<file path="src/rtl/mm_pkg.sv">
`default_nettype none
// +--------------------------------------------------------------------------+
// | mm_pkg : shared FSM state type, parameter defaults and sizing helpers   |
// | Rev 1.0                                                                  |
// +--------------------------------------------------------------------------+
package mm_pkg;

  localparam int TILE_DEF  = 4;
  localparam int DIM_W_DEF = 4;

  typedef enum logic [1:0] {
    ST_IDLE   = 2'd0,
    ST_LOAD_W = 2'd1,
    ST_RUN    = 2'd2,
    ST_FIN    = 2'd3
  } state_t;

  function automatic int clog2(input int v);
    int r;
    r = 0;
    while ((1 << r) < v) r++;
    return r;
  endfunction

  function automatic int ceil_div(input int a, input int b);
    return (a + b - 1) / b;
  endfunction

  // Index width covers the largest tile index of a full-scale dimension
  function automatic int cnt_width(input int tile, input int dim_w);
    int c;
    c = clog2(ceil_div((1 << dim_w) - 1, tile));
    return (c < 1) ? 1 : c;
  endfunction

  function automatic int val_width(input int tile);
    return clog2(tile + 1);
  endfunction

  function automatic int sh_width(input int tile);
    return clog2((tile - 1) * 8 + 1);
  endfunction

endpackage
`default_nettype wire

</file>
<file path="src/rtl/mm_tile_seq_if.sv">
`default_nettype none
// +--------------------------------------------------------------------------+
// | mm_tile_seq_if : request/control bundle of the tile sequencer            |
// | Rev 1.0                                                                  |
// +--------------------------------------------------------------------------+
interface mm_tile_seq_if #(
  parameter int TILE  = mm_pkg::TILE_DEF,
  parameter int DIM_W = mm_pkg::DIM_W_DEF
);
  localparam int CNT_W = mm_pkg::cnt_width(TILE, DIM_W);
  localparam int VAL_W = mm_pkg::val_width(TILE);
  localparam int SH_W  = mm_pkg::sh_width(TILE);

  logic                 start;
  logic [3*DIM_W-1:0]   mnt;
  logic                 tile_done;
  logic                 load;
  logic                 start_calc;
  logic                 calc_pulse;
  logic                 acc_clr;
  logic                 busy;
  logic                 done;
  logic                 err;
  logic [CNT_W-1:0]     wrow;
  logic [CNT_W-1:0]     icol;
  logic [CNT_W-1:0]     ndep;
  logic [2*CNT_W-1:0]   odst;
  logic [VAL_W-1:0]     val_m;
  logic [VAL_W-1:0]     val_n;
  logic [VAL_W-1:0]     val_t;
  logic [SH_W-1:0]      sh_i;
  logic [SH_W-1:0]      sh_w;

  modport master (
    output start, mnt, tile_done,
    input  load, start_calc, calc_pulse, acc_clr, busy, done, err,
    input  wrow, icol, ndep, odst, val_m, val_n, val_t, sh_i, sh_w
  );

  modport slave (
    input  start, mnt, tile_done,
    output load, start_calc, calc_pulse, acc_clr, busy, done, err,
    output wrow, icol, ndep, odst, val_m, val_n, val_t, sh_i, sh_w
  );

endinterface
`default_nettype wire

</file>
<file path="src/rtl/mm_tile_geom.sv">
`default_nettype none
// +--------------------------------------------------------------------------+
// | mm_tile_geom : valid extent and pad shift of one tile along a dimension |
// | Rev 1.0                                                                  |
// +--------------------------------------------------------------------------+
module mm_tile_geom
  import mm_pkg::*;
#(
  parameter int TILE  = TILE_DEF,
  parameter int DIM_W = DIM_W_DEF
) (
  input  logic [DIM_W-1:0]                  dim,
  input  logic [cnt_width(TILE, DIM_W)-1:0] idx,
  output logic [val_width(TILE)-1:0]        val,
  output logic [sh_width(TILE)-1:0]         sh
);
  localparam int VAL_W = val_width(TILE);
  localparam int SH_W  = sh_width(TILE);
  // Wide enough for dim - idx*TILE and for the TILE constant itself
  localparam int CW    = (DIM_W + 1 > VAL_W) ? DIM_W + 1 : VAL_W;

  logic [CW-1:0] w_base;
  logic [CW-1:0] w_rem;
  logic [CW-1:0] w_val;

  always_comb begin
    w_base = CW'(idx) * CW'(TILE);
    w_rem  = CW'(dim) - w_base;
    w_val  = (w_rem > CW'(TILE)) ? CW'(TILE) : w_rem;
  end

  assign val = VAL_W'(w_val);
  assign sh  = SH_W'((TILE - int'(w_val)) * 8);

endmodule
`default_nettype wire

</file>
<file path="src/rtl/mm_tile_seq.sv">
`default_nettype none
// +--------------------------------------------------------------------------+
// | mm_tile_seq : walks the m/t/n tile loop of a tiled matrix multiply       |
// | Rev 1.0                                                                  |
// +--------------------------------------------------------------------------+
module mm_tile_seq
  import mm_pkg::*;
#(
  parameter int TILE  = TILE_DEF,
  parameter int DIM_W = DIM_W_DEF
) (
  input  logic          clk,
  input  logic          rst_n,
  mm_tile_seq_if.slave  bus
);
  localparam int CNT_W = cnt_width(TILE, DIM_W);
  localparam int VAL_W = val_width(TILE);
  localparam int SH_W  = sh_width(TILE);
  localparam int OD_W  = 2 * CNT_W;

  state_t r_state;
  state_t w_state_nxt;

  logic [DIM_W-1:0] r_dim_m, r_dim_n, r_dim_t;
  logic [CNT_W-1:0] r_last_m, r_last_n, r_last_t;
  logic [CNT_W-1:0] r_m, r_n, r_t;
  logic [OD_W-1:0]  r_odst;
  logic [VAL_W-1:0] r_val_m, r_val_n, r_val_t;
  logic [SH_W-1:0]  r_sh_i, r_sh_w;
  logic             r_calc_pulse;
  logic             r_err;

  logic [DIM_W-1:0] w_in_m, w_in_n, w_in_t;
  logic [CNT_W-1:0] w_in_last_m, w_in_last_n, w_in_last_t;
  logic [DIM_W-1:0] w_dim_m, w_dim_n, w_dim_t;
  logic [CNT_W-1:0] w_last_t_src;
  logic [CNT_W-1:0] w_nxt_m, w_nxt_n, w_nxt_t;
  logic [OD_W-1:0]  w_odst_nxt;
  logic [VAL_W-1:0] w_val_m, w_val_n, w_val_t;
  logic [SH_W-1:0]  w_sh_m, w_sh_n, w_sh_t;
  logic             w_unused_sh_t;
  logic             w_dims_ok, w_start_ok, w_adv, w_last_pass, w_need_load, w_upd;
  logic             w_load, w_start_calc, w_acc_clr, w_busy, w_done;

  assign w_in_m = bus.mnt[3*DIM_W-1 -: DIM_W];
  assign w_in_n = bus.mnt[2*DIM_W-1 -: DIM_W];
  assign w_in_t = bus.mnt[DIM_W-1:0];

  // Last tile index = ceil(dim/TILE) - 1, which always fits the index width
  assign w_in_last_m = CNT_W'((int'(w_in_m) - 1) / TILE);
  assign w_in_last_n = CNT_W'((int'(w_in_n) - 1) / TILE);
  assign w_in_last_t = CNT_W'((int'(w_in_t) - 1) / TILE);

  assign w_dims_ok   = (w_in_m != '0) && (w_in_n != '0) && (w_in_t != '0);
  assign w_start_ok  = (r_state == ST_IDLE) && bus.start && w_dims_ok;
  assign w_adv       = (r_state == ST_RUN) && bus.tile_done;
  assign w_last_pass = (r_m == r_last_m) && (r_t == r_last_t) && (r_n == r_last_n);

  // Depth innermost, then output column, then output row
  always_comb begin
    w_nxt_m = r_m;
    w_nxt_n = r_n;
    w_nxt_t = r_t;
    if (w_start_ok) begin
      w_nxt_m = '0;
      w_nxt_n = '0;
      w_nxt_t = '0;
    end else if (r_n != r_last_n) begin
      w_nxt_n = r_n + 1'b1;
    end else begin
      w_nxt_n = '0;
      if (r_t != r_last_t) begin
        w_nxt_t = r_t + 1'b1;
      end else begin
        w_nxt_t = '0;
        w_nxt_m = r_m + 1'b1;
      end
    end
  end

  assign w_need_load = (w_nxt_m != r_m) || (w_nxt_n != r_n);
  assign w_upd       = w_start_ok || (w_adv && !w_last_pass);

  // The accepting cycle sees the new dimensions before they are latched
  assign w_dim_m      = w_start_ok ? w_in_m      : r_dim_m;
  assign w_dim_n      = w_start_ok ? w_in_n      : r_dim_n;
  assign w_dim_t      = w_start_ok ? w_in_t      : r_dim_t;
  assign w_last_t_src = w_start_ok ? w_in_last_t : r_last_t;
  assign w_odst_nxt   = OD_W'(w_nxt_m) * (OD_W'(w_last_t_src) + OD_W'(1)) + OD_W'(w_nxt_t);

  mm_tile_geom #(.TILE(TILE), .DIM_W(DIM_W)) u_geom_m (
    .dim (w_dim_m),
    .idx (w_nxt_m),
    .val (w_val_m),
    .sh  (w_sh_m)
  );

  mm_tile_geom #(.TILE(TILE), .DIM_W(DIM_W)) u_geom_n (
    .dim (w_dim_n),
    .idx (w_nxt_n),
    .val (w_val_n),
    .sh  (w_sh_n)
  );

  mm_tile_geom #(.TILE(TILE), .DIM_W(DIM_W)) u_geom_t (
    .dim (w_dim_t),
    .idx (w_nxt_t),
    .val (w_val_t),
    .sh  (w_sh_t)
  );

  assign w_unused_sh_t = ^w_sh_t;

  always_ff @(posedge clk or negedge rst_n) begin
    if (!rst_n) begin
      r_state <= ST_IDLE;
    end else begin
      r_state <= w_state_nxt;
    end
  end

  always_comb begin
    w_state_nxt = r_state;
    case (r_state)
      ST_IDLE:   if (w_start_ok) w_state_nxt = ST_LOAD_W;
      ST_LOAD_W: w_state_nxt = ST_RUN;
      ST_RUN: begin
        if (bus.tile_done) begin
          if (w_last_pass)      w_state_nxt = ST_FIN;
          else if (w_need_load) w_state_nxt = ST_LOAD_W;
          else                  w_state_nxt = ST_RUN;
        end
      end
      ST_FIN:    w_state_nxt = ST_IDLE;
      default:   w_state_nxt = ST_IDLE;
    endcase
  end

  always_comb begin
    w_load       = 1'b0;
    w_start_calc = 1'b0;
    w_done       = 1'b0;
    w_busy       = (r_state != ST_IDLE);
    w_acc_clr    = 1'b0;
    case (r_state)
      ST_LOAD_W: w_load = 1'b1;
      ST_RUN: begin
        w_start_calc = 1'b1;
        w_acc_clr    = (r_n == '0);
      end
      ST_FIN:    w_done = 1'b1;
      default:   ;
    endcase
  end

  always_ff @(posedge clk or negedge rst_n) begin
    if (!rst_n) begin
      r_dim_m      <= '0;
      r_dim_n      <= '0;
      r_dim_t      <= '0;
      r_last_m     <= '0;
      r_last_n     <= '0;
      r_last_t     <= '0;
      r_m          <= '0;
      r_n          <= '0;
      r_t          <= '0;
      r_odst       <= '0;
      r_val_m      <= '0;
      r_val_n      <= '0;
      r_val_t      <= '0;
      r_sh_i       <= '0;
      r_sh_w       <= '0;
      r_calc_pulse <= 1'b0;
      r_err        <= 1'b0;
    end else begin
      r_err        <= (r_state == ST_IDLE) && bus.start && !w_dims_ok;
      // First RUN cycle: after a weight load, or straight on with the same weights
      r_calc_pulse <= (r_state == ST_LOAD_W) || (w_adv && !w_last_pass && !w_need_load);
      if (w_start_ok) begin
        r_dim_m  <= w_in_m;
        r_dim_n  <= w_in_n;
        r_dim_t  <= w_in_t;
        r_last_m <= w_in_last_m;
        r_last_n <= w_in_last_n;
        r_last_t <= w_in_last_t;
      end
      if (w_upd) begin
        r_m     <= w_nxt_m;
        r_n     <= w_nxt_n;
        r_t     <= w_nxt_t;
        r_odst  <= w_odst_nxt;
        r_val_m <= w_val_m;
        r_val_n <= w_val_n;
        r_val_t <= w_val_t;
        r_sh_i  <= w_sh_n;
        r_sh_w  <= w_sh_m;
      end
    end
  end

  assign bus.load       = w_load;
  assign bus.start_calc = w_start_calc;
  assign bus.calc_pulse = r_calc_pulse;
  assign bus.acc_clr    = w_acc_clr;
  assign bus.busy       = w_busy;
  assign bus.done       = w_done;
  assign bus.err        = r_err;
  assign bus.wrow       = r_m;
  assign bus.icol       = r_t;
  assign bus.ndep       = r_n;
  assign bus.odst       = r_odst;
  assign bus.val_m      = r_val_m;
  assign bus.val_n      = r_val_n;
  assign bus.val_t      = r_val_t;
  assign bus.sh_i       = r_sh_i;
  assign bus.sh_w       = r_sh_w;

endmodule
`default_nettype wire

</file>
<file path="src/flat_wrapper.sv">
// flat-port wrapper written by rule: the top's interface ports become plain ports
module mm_tile_seq_flat import mm_pkg::*;
#(
  parameter int TILE  = TILE_DEF,
  parameter int DIM_W = DIM_W_DEF
)
  (clk, rst_n, bus_start, bus_mnt, bus_tile_done, bus_load, bus_start_calc, bus_calc_pulse, bus_acc_clr, bus_busy, bus_done, bus_err, bus_wrow, bus_icol, bus_ndep, bus_odst, bus_val_m, bus_val_n, bus_val_t, bus_sh_i, bus_sh_w);
  mm_tile_seq_if #(.TILE(TILE), .DIM_W(DIM_W)) bus_i ();
  input  logic clk;
  input  logic rst_n;
  input wire logic [$bits(bus_i.start)-1:0] bus_start;
  input wire logic [$bits(bus_i.mnt)-1:0] bus_mnt;
  input wire logic [$bits(bus_i.tile_done)-1:0] bus_tile_done;
  output wire logic [$bits(bus_i.load)-1:0] bus_load;
  output wire logic [$bits(bus_i.start_calc)-1:0] bus_start_calc;
  output wire logic [$bits(bus_i.calc_pulse)-1:0] bus_calc_pulse;
  output wire logic [$bits(bus_i.acc_clr)-1:0] bus_acc_clr;
  output wire logic [$bits(bus_i.busy)-1:0] bus_busy;
  output wire logic [$bits(bus_i.done)-1:0] bus_done;
  output wire logic [$bits(bus_i.err)-1:0] bus_err;
  output wire logic [$bits(bus_i.wrow)-1:0] bus_wrow;
  output wire logic [$bits(bus_i.icol)-1:0] bus_icol;
  output wire logic [$bits(bus_i.ndep)-1:0] bus_ndep;
  output wire logic [$bits(bus_i.odst)-1:0] bus_odst;
  output wire logic [$bits(bus_i.val_m)-1:0] bus_val_m;
  output wire logic [$bits(bus_i.val_n)-1:0] bus_val_n;
  output wire logic [$bits(bus_i.val_t)-1:0] bus_val_t;
  output wire logic [$bits(bus_i.sh_i)-1:0] bus_sh_i;
  output wire logic [$bits(bus_i.sh_w)-1:0] bus_sh_w;
  assign bus_i.start = bus_start;
  assign bus_i.mnt = bus_mnt;
  assign bus_i.tile_done = bus_tile_done;
  assign bus_load = bus_i.load;
  assign bus_start_calc = bus_i.start_calc;
  assign bus_calc_pulse = bus_i.calc_pulse;
  assign bus_acc_clr = bus_i.acc_clr;
  assign bus_busy = bus_i.busy;
  assign bus_done = bus_i.done;
  assign bus_err = bus_i.err;
  assign bus_wrow = bus_i.wrow;
  assign bus_icol = bus_i.icol;
  assign bus_ndep = bus_i.ndep;
  assign bus_odst = bus_i.odst;
  assign bus_val_m = bus_i.val_m;
  assign bus_val_n = bus_i.val_n;
  assign bus_val_t = bus_i.val_t;
  assign bus_sh_i = bus_i.sh_i;
  assign bus_sh_w = bus_i.sh_w;
  mm_tile_seq #(.TILE(TILE), .DIM_W(DIM_W)) u_core (.clk(clk), .rst_n(rst_n), .bus(bus_i));
endmodule
</file>
<file path="config.mk">
export PLATFORM = sky130hd
export DESIGN_NAME = mm_tile_seq_flat
export DESIGN_NICKNAME = d
export VERILOG_FILES = /design/src/rtl/mm_pkg.sv /design/src/rtl/mm_tile_seq_if.sv /design/src/rtl/mm_tile_geom.sv /design/src/rtl/mm_tile_seq.sv /design/src/flat_wrapper.sv
export SDC_FILE = /design/constraint.sdc
export NUM_CORES = 1
export LEC_CHECK = 0
export BUFFER_PORTS_ARGS = -buffer_cell sky130_fd_sc_hd__clkbuf_2
export CORE_MARGIN = 2
export CORE_UTILIZATION = 32
export CTS_CLUSTER_SIZE = 25
export DETAILED_ROUTE_END_ITERATION = 6
export PLACE_DENSITY_LB_ADDON = 0.1
export SYNTH_ARGS = -nofsm -noshare
export SYNTH_HDL_FRONTEND = slang
export SYNTH_SLANG_ARGS = --single-unit
</file>
<file path="constraint.sdc">
create_clock -name clk -period 7 [get_ports clk]
set_input_delay 0.7 -clock clk [delete_from_list [all_inputs] [get_ports clk]]
set_output_delay 0.7 -clock clk [all_outputs]
set_load 0.005 [all_outputs]
</file>
# Word-level counts from Yosys, hierarchy flattened
# Cells that the tools add are included.
# op_classes
add_sub_neg	16
multipliers	1
order_cmp	3
n_eq_ne	12
muxes	24
bitwise_logic	3
n_reduce_logical	26
# op_table
operator	n
$mux 2	13
$gt 5x3->1 const B	3
$sub 4x1->5 const B	3
$sub 4x4->5	3
$mux 4	3
$reduce_bool 4->1	3
$logic_and 1x1->1	10
$mux 3	3
$ne 2x2->1	4
$pmux 2 s4	1
$add 2x1->2	3
$add 2x1->2 const B	3
$eq 2x2->1	3
$reduce_or 2->1	3
$add 4x2->4	1
$eq 2x2->1 const B	2
$logic_not 2->1	2
$mul 2x4->4	1
$mux 1	4
$sub 1x2->2 const A	2
$add 2x1->3 const B	1
$and 1x1->1	3
$logic_not 1->1	3
$logic_or 1x1->1	3
5 further kinds	5
# totals
register_bits	45
input_bits	16

# Logic depth before layout (Yosys ltp)
# logic_depth
ltp_word	11
ltp_mapped	16
ltp_nobuf	15

# Cells and area by module
# A second synthesis with hierarchy kept.
# hier_totals
cells_unflattened	299
hier_area_um2	2970.3
# modules_own_cells
mod	n_inst	cells_each	area_each_um2	seq_area_each_um2
mm_tile_seq	1	251	2606.2	1276.2
mm_tile_geom	3	16	121.4	0.0

# Least setup slack after synthesis
# OpenSTA, ideal clock, no wires.
# synth_path
kind	input -> register
start	in bus_start
end	reg u_core.r_odst[3], in the netlist u_core.bus.odst[3]
setup_ns	0.069
arrival_ns	4.163
path_slack_ns	2.769
path_stages	15
path_cell_list	or3b_4 or4_1 buf_6 buf_2 clkbuf_1 o21ai_0 ha_1 and2_1 fa_1 ha_1 inv_1 fa_1 xnor2_1 a211o_1 nand3_1
# synth_between
elab_chain_len	6
word_cells_on_any_way	9
# synth_rtl
item	line_no	text
start: declaration	flat_wrapper.sv:11	input wire logic [$bits(bus_i.start)-1:0] bus_start;
$logic_and 1x1->1 (2 in series)	mm_tile_seq.sv:55	assign w_start_ok = (r_state == ST_IDLE) && bus.start && w_dims_ok;
$mux 2	mm_tile_seq.sv:88	assign w_last_t_src = w_start_ok ? w_in_last_t : r_last_t;
net u_core.w_last_t_src[1]	mm_tile_seq.sv:36	logic [CNT_W-1:0] w_last_t_src;
$add 2x1->3	mm_tile_seq.sv:89	assign w_odst_nxt = OD_W'(w_nxt_m) * (OD_W'(w_last_t_src) + OD_W'(1)) + OD_W'(w_nxt_t);
$mul 2x4->4	mm_tile_seq.sv:89	
$add 4x2->4	mm_tile_seq.sv:89	
end signal: assignment	mm_tile_seq.sv:191	r_odst <= w_odst_nxt;
end: declaration	mm_tile_seq.sv:27	logic [OD_W-1:0] r_odst;
# The timed path passes the listed nets, and every way through them passes these cells.
# A chain may end at the register's enable or synchronous reset.

# Final worst setup path
# layout_path
start	in bus_mnt[4]
end	reg u_core.r_odst[3], in the netlist u_core.bus.odst[3]
# layout_between
elab_chain_len	8
word_cells_on_any_way	11
# layout_rtl
item	line_no	text
start: declaration	flat_wrapper.sv:12	input wire logic [$bits(bus_i.mnt)-1:0] bus_mnt;
$reduce_bool 4->1	mm_tile_seq.sv:54	assign w_dims_ok = (w_in_m != '0) && (w_in_n != '0) && (w_in_t != '0);
$logic_and 1x1->1 (2 in series)	mm_tile_seq.sv:54	
$logic_and 1x1->1	mm_tile_seq.sv:55	
$mux 2	mm_tile_seq.sv:88	
net u_core.w_last_t_src[1]	mm_tile_seq.sv:36	
$add 2x1->3	mm_tile_seq.sv:89	
$mul 2x4->4	mm_tile_seq.sv:89	
$add 4x2->4	mm_tile_seq.sv:89	
# The timed path passes the listed nets, and every way through them passes these cells.

==> flow_results.org <==
** Run status
- The run finished with clean final reports.

** Global route
- Pin count of the biggest net entering global routing :: 44
- Number of global-route vias before repair :: 1799
- In the global route stage, overall resource usage came out at 0.1375.
- Sum of overflow across all layers after global routing :: 0
- First-pass GRT wire length :: 9225 um
- Antenna violations before repair :: 0

** Floorplanning
- In this run the standard cell core region covers 7687 um^2.
- In this run the count of I/O pins placed on the die edge is 52.
- Die Ht :: slightly above 90 um
- From left edge to right edge, the die measures between 90 and 100 um.
- The initial utilization of the core area, before any placement, comes to 0.3291.
- Row cnt :: 32
- DIE AREA :: 8633 um^2

** Yosys
- The mapped netlist covers between 2000 and 3000 um^2.
- Most used DFF post-synth :: dfrtp_1
- Synthesized-area fraction occupied by ao, oa, aoi and oai cells :: 0.08655
- Dividing the synthesized area by the synthesized cell count gives 10.00 um^2.
- Top cells by area, synth :: dfrtp_1 43%, ha_1 5.4%, nand2_1 5.0%
- After technology mapping, the gate count stands at between 200 and 300.
- Of the total synthesized cell area, the portion taken by full adders, half adders and majority gates is 0.09397.
- The netlist uses 46 different library cells.
- Of the total synthesized cell area, the portion taken by AND, OR, NAND and NOR gates is 0.1736.
- During synthesis, Yosys emitted a total of 0 warnings.
- After synthesis, the share of cell area in mux cells is 0.07715.
- Of the synthesized area, sequential elements account for 0.4253.
- Of the post-synthesis cell area, the dominant cell type holds 0.4253.
- The biggest area contributor in the post-synthesis netlist is dfrtp_1.
- After synthesis, the largest family of logic cells by area is simple AND/OR/NAND/NOR gates.
- Of the total synthesized cell area, the portion taken by XOR and XNOR cells is 0.06924.
- Total of flip-flops plus latches after synthesis :: 43
- Async SR Flop Fraction :: 1.000
- Count of flip-flops with a built-in enable after synthesis :: 0

** Pwr
- Power per standard cell area :: 411.2 nW/um^2
- Power share of the clock group :: 0.130
- The share of total power dissipated in combinational logic is 0.525.
- Internal Dissipation :: 0.0006830 W
- IR analysis of the VDD net gives a maximum drop of 0.1496 mV.
- The share of total power dissipated in sequential elements is 0.345.
- Of the total power, the share spent switching nets is 0.4287.
- NetSw :: around 0.0005 W
- For this design the static power due to leakage is 1.424 nW.

** Clock network
- Counting every sink on the clock net gives 43.
- Counting the buffers created by CTS gives 5.
- Clock tree synthesis selected as its root buffer the cell clkbuf_8.
- Count of buffers added by post-CTS timing repair for setup :: 0
- Once the clock tree was built, the resizer swapped 0 gates to a different size.
- The number of hold buffers added after CTS was 0.
- After clock tree synthesis, the clock-pin slew on the worst setup and hold paths is ~0.08 ns.
- No sink is reached through more buffers than the 2 on the longest clock path.
- TritonCTS built the clock tree.
- The H-tree was split into 2 levels.
- The later pin in the worst-skew pair is clocked with a latency of 0.29 ns.

** Final layout
- Final core utilization :: 0.3783
- In the layout the commonest cells are 45 x clkbuf_2, 43 x dfrtp_1, 34 x nand2_1.
- Share of post-route cells with drive strength above 1 :: 0.2391
- Synthesis-to-layout area growth :: 14.94%
- Leaving out fill and tap cells, the most frequent cell in the layout is clkbuf_2.
- Total Nets Final :: 328
- Diodes inserted :: 0

** Routing
- Dividing the detail-routed wire length by the instance count gives 13.53 um.
- In the routed layout, each cell is associated on average with a via count of around 4.6.
- DRT Wirelength :: 5398 um
- The pre-antenna-repair detailed-routing pass consisted of 4 iterations.
- Post-route antenna net violation count :: 0
- Across all layers, the routed design uses approximately 1800 vias.
- After detailed routing, the number of remaining DRC violations is 0.
- For this block, the initial DRC count from the detailed router was 35.

** Setup path
- Capture point of the worst reg-to-reg path :: u_core.bus.odst[3]
- Data on the critical path is required at its endpoint by 7.23 ns.
- By startpoint and endpoint, the worst setup path is classified as in -> reg.
- Largest stage delay, worst path :: between 0.8 and 0.9 ns
- Endpoint type of the worst setup path :: flop
- Standard cell with the maximum stage delay on the critical path :: nor4_1
- Reg2Reg Setup Slack :: 2.94 ns
- The number of cells on the worst reg-to-reg path is 12.
- STA puts the critical path data arrival time at 4.51 ns.
- Combined buffer and inverter count along the critical path :: 2
- CP startpoint kind :: primary input
- The startpoint identified for the worst register-to-register timing path is u_core.r_state[1].
- Largest fanout on the critical path :: 15
- On the critical path the largest part of the delay comes from simple AND/OR/NAND/NOR gates.
- Walking the worst path, the cells encountered are clkbuf_2, nor4_1, or4_1, o21ai_0, ha_1, and2_1, fa_1, ha_1, inv_1, fa_1, xnor2_1, a211o_1, nand3_1.

** STA
- Timing would allow up to 233.9 MHz.
- The worst pin sits at a relative slew slack of 0.3713.
- Final Cycle Share :: 0.6109
- Setup repair after global routing left no endpoint under its margin.
- Setup Skew :: 0.007211 ns
- Setup TNS :: 0 ns
- The final hold violation count is 0.
- Worst slew pin tran :: slightly above 0.9 ns
- The number of slew-limit violations in the final report was 0.
- The clock period could shrink to roughly 4.3 ns.
- # setup viols final :: 0

** Job
- Max capacitance violation total :: 0

** Min path
- Min-Delay Path Class :: in -> async

** Placed design
- Post-detail-place hpwl :: 3938 um
- Buffers placed on the I/O ports in this run total 45.
- At the end of routability-driven placement, the weighted congestion stood at 0.7676.
## flip-flops by register name, indices dropped and copies added, names as in the netlist
register / cells
u_core.bus.val_t: 3
u_core.bus.val_n: 3
u_core.r_dim_m: 4
u_core.bus.ndep: 2
u_core.r_dim_n: 4
u_core.bus.icol: 2
u_core.bus.val_m: 3
u_core.r_last_t: 2
u_core.r_last_n: 2
u_core.bus.wrow: 2
u_core.bus.sh_w: 1
u_core.bus.odst: 4
u_core.bus.err: 1
u_core.bus.sh_i: 1
u_core.bus.calc_pulse: 1
u_core.r_last_m: 2
u_core.r_dim_t: 4
u_core.r_state: 2
## layout make-up
| type | count | area (um^2) |
|---|---|---|
| multi-input cells | 177 | 1289 |
| well taps | 102 | 127.6 |
| inverters | 19 | 71.32 |
| clock buffers | 7 | 76.32 |
| flip-flops and latches | 43 | 1076 |
| clock inverters | 1 | 5.005 |
| repair buffers | 50 | 262.8 |
| fillers | 798 | 4780 |
## Yosys cell counts (2+ instances only)
| library cell | n |
|---|---|
| a21o_1 | 2 |
| a21oi_1 | 4 |
| and2_1 | 5 |
| buf_2 | 3 |
| buf_4 | 8 |
| clkbuf_1 | 7 |
| dfrtp_1 | 43 |
| fa_1 | 5 |
| ha_1 | 11 |
| inv_1 | 19 |
| mux2_1 | 3 |
| mux2_2 | 5 |
| mux2i_1 | 5 |
| mux2i_2 | 4 |
| nand2_1 | 34 |
| nand2b_1 | 5 |
| nand3b_1 | 5 |
| nand4_1 | 2 |
| nor2_1 | 10 |
| nor2b_1 | 4 |
| nor3_1 | 9 |
| nor4_1 | 3 |
| o21ai_0 | 9 |
| o21ai_1 | 3 |
| o31ai_1 | 4 |
| o31ai_2 | 2 |
| or3_1 | 2 |
| xnor2_1 | 13 |
| xor2_1 | 7 |
## worst register-to-register path: stages, from the launching register on
cell	delay [ns]
dfrtp_1	0.45
or3b_4	0.45
or4_1	0.81
o21ai_0	0.34
ha_1	0.28
and2_1	0.15
fa_1	0.48
ha_1	0.14
inv_1	0.05
fa_1	0.37
xnor2_1	0.15
a211o_1	0.27
nand3_1	0.06
## through the flow
| stage | area (um^2) | instances | setup slack [ns] | hold WS (ns) | power [W] |
|---|---|---|---|---|---|
| 4_1_cts | 2908 | 399 | 2.710 | 0.4840 | 0.001221 |
| 6_report | 2908 | 399 | 2.724 | 0.4783 | 0.001196 |
| 3_5_place_dp | 2826 | 391 | 2.398 | 0.4637 | 0.001057 |
| 3_3_place_gp | 2826 | 391 | 2.513 | 0.4587 | 0.001056 |
| 5_1_grt | 2908 | 399 | 2.426 | 0.5104 | 0.001324 |
| 2_1_floorplan | 2549 | 258 | 2.769 | 0.4044 | 0.0008643 |
## cell families (layout without fill, tap and decap cells)
group / count (synthesis) / count (layout)
AND/OR/NAND/NOR: 86 / 86
flip-flops: 43 / 43
buffers and inverters: 38 / 77
AO/OA/AOI/OAI: 32 / 32
XOR/XNOR: 20 / 20
multiplexers: 17 / 17
adder cells (fa/ha/maj): 16 / 16
other: 1 / 6
## power by group through the flow
stage               clock (W)  sequential (W)  combinational [W]
floorplan                   0        0.000393           0.000472
global placement            0        0.000419           0.000637
detailed placement          0        0.000419           0.000638
CTS                  0.000165        0.000414           0.000642
global route         0.000175        0.000426           0.000723
finish               0.000156        0.000412           0.000628
## worst max path at each step
stage                     from  depth (start not counted)  slack [ns]                  to
finish              bus_mnt[4]                         13        2.72  u_core.bus.odst[3]
global route        bus_mnt[4]                         13        2.43  u_core.bus.odst[3]
CTS                 bus_mnt[4]                         13        2.71  u_core.bus.odst[3]
detailed placement  bus_mnt[4]                         13        2.40  u_core.bus.odst[3]
global placement    bus_mnt[4]                         13        2.51  u_core.bus.odst[3]
floorplan            bus_start                         15        2.77  u_core.bus.odst[3]
## routing by layer
| layer | vias to the layer above | routed length [um] | track usage |
|---|---|---|---|
| met1 | 851 | 2732 | 0.1901 |
| met3 | 8 | 229 | 0.03092 |
| met5 | - | 0 | 0 |
| met4 | 0 | 60 | 0.03676 |
| met2 | 38 | 2375 | 0.2174 |
| li1 | 924 | - | - |
No activity file was read; power rests on OpenSTA's default activity.
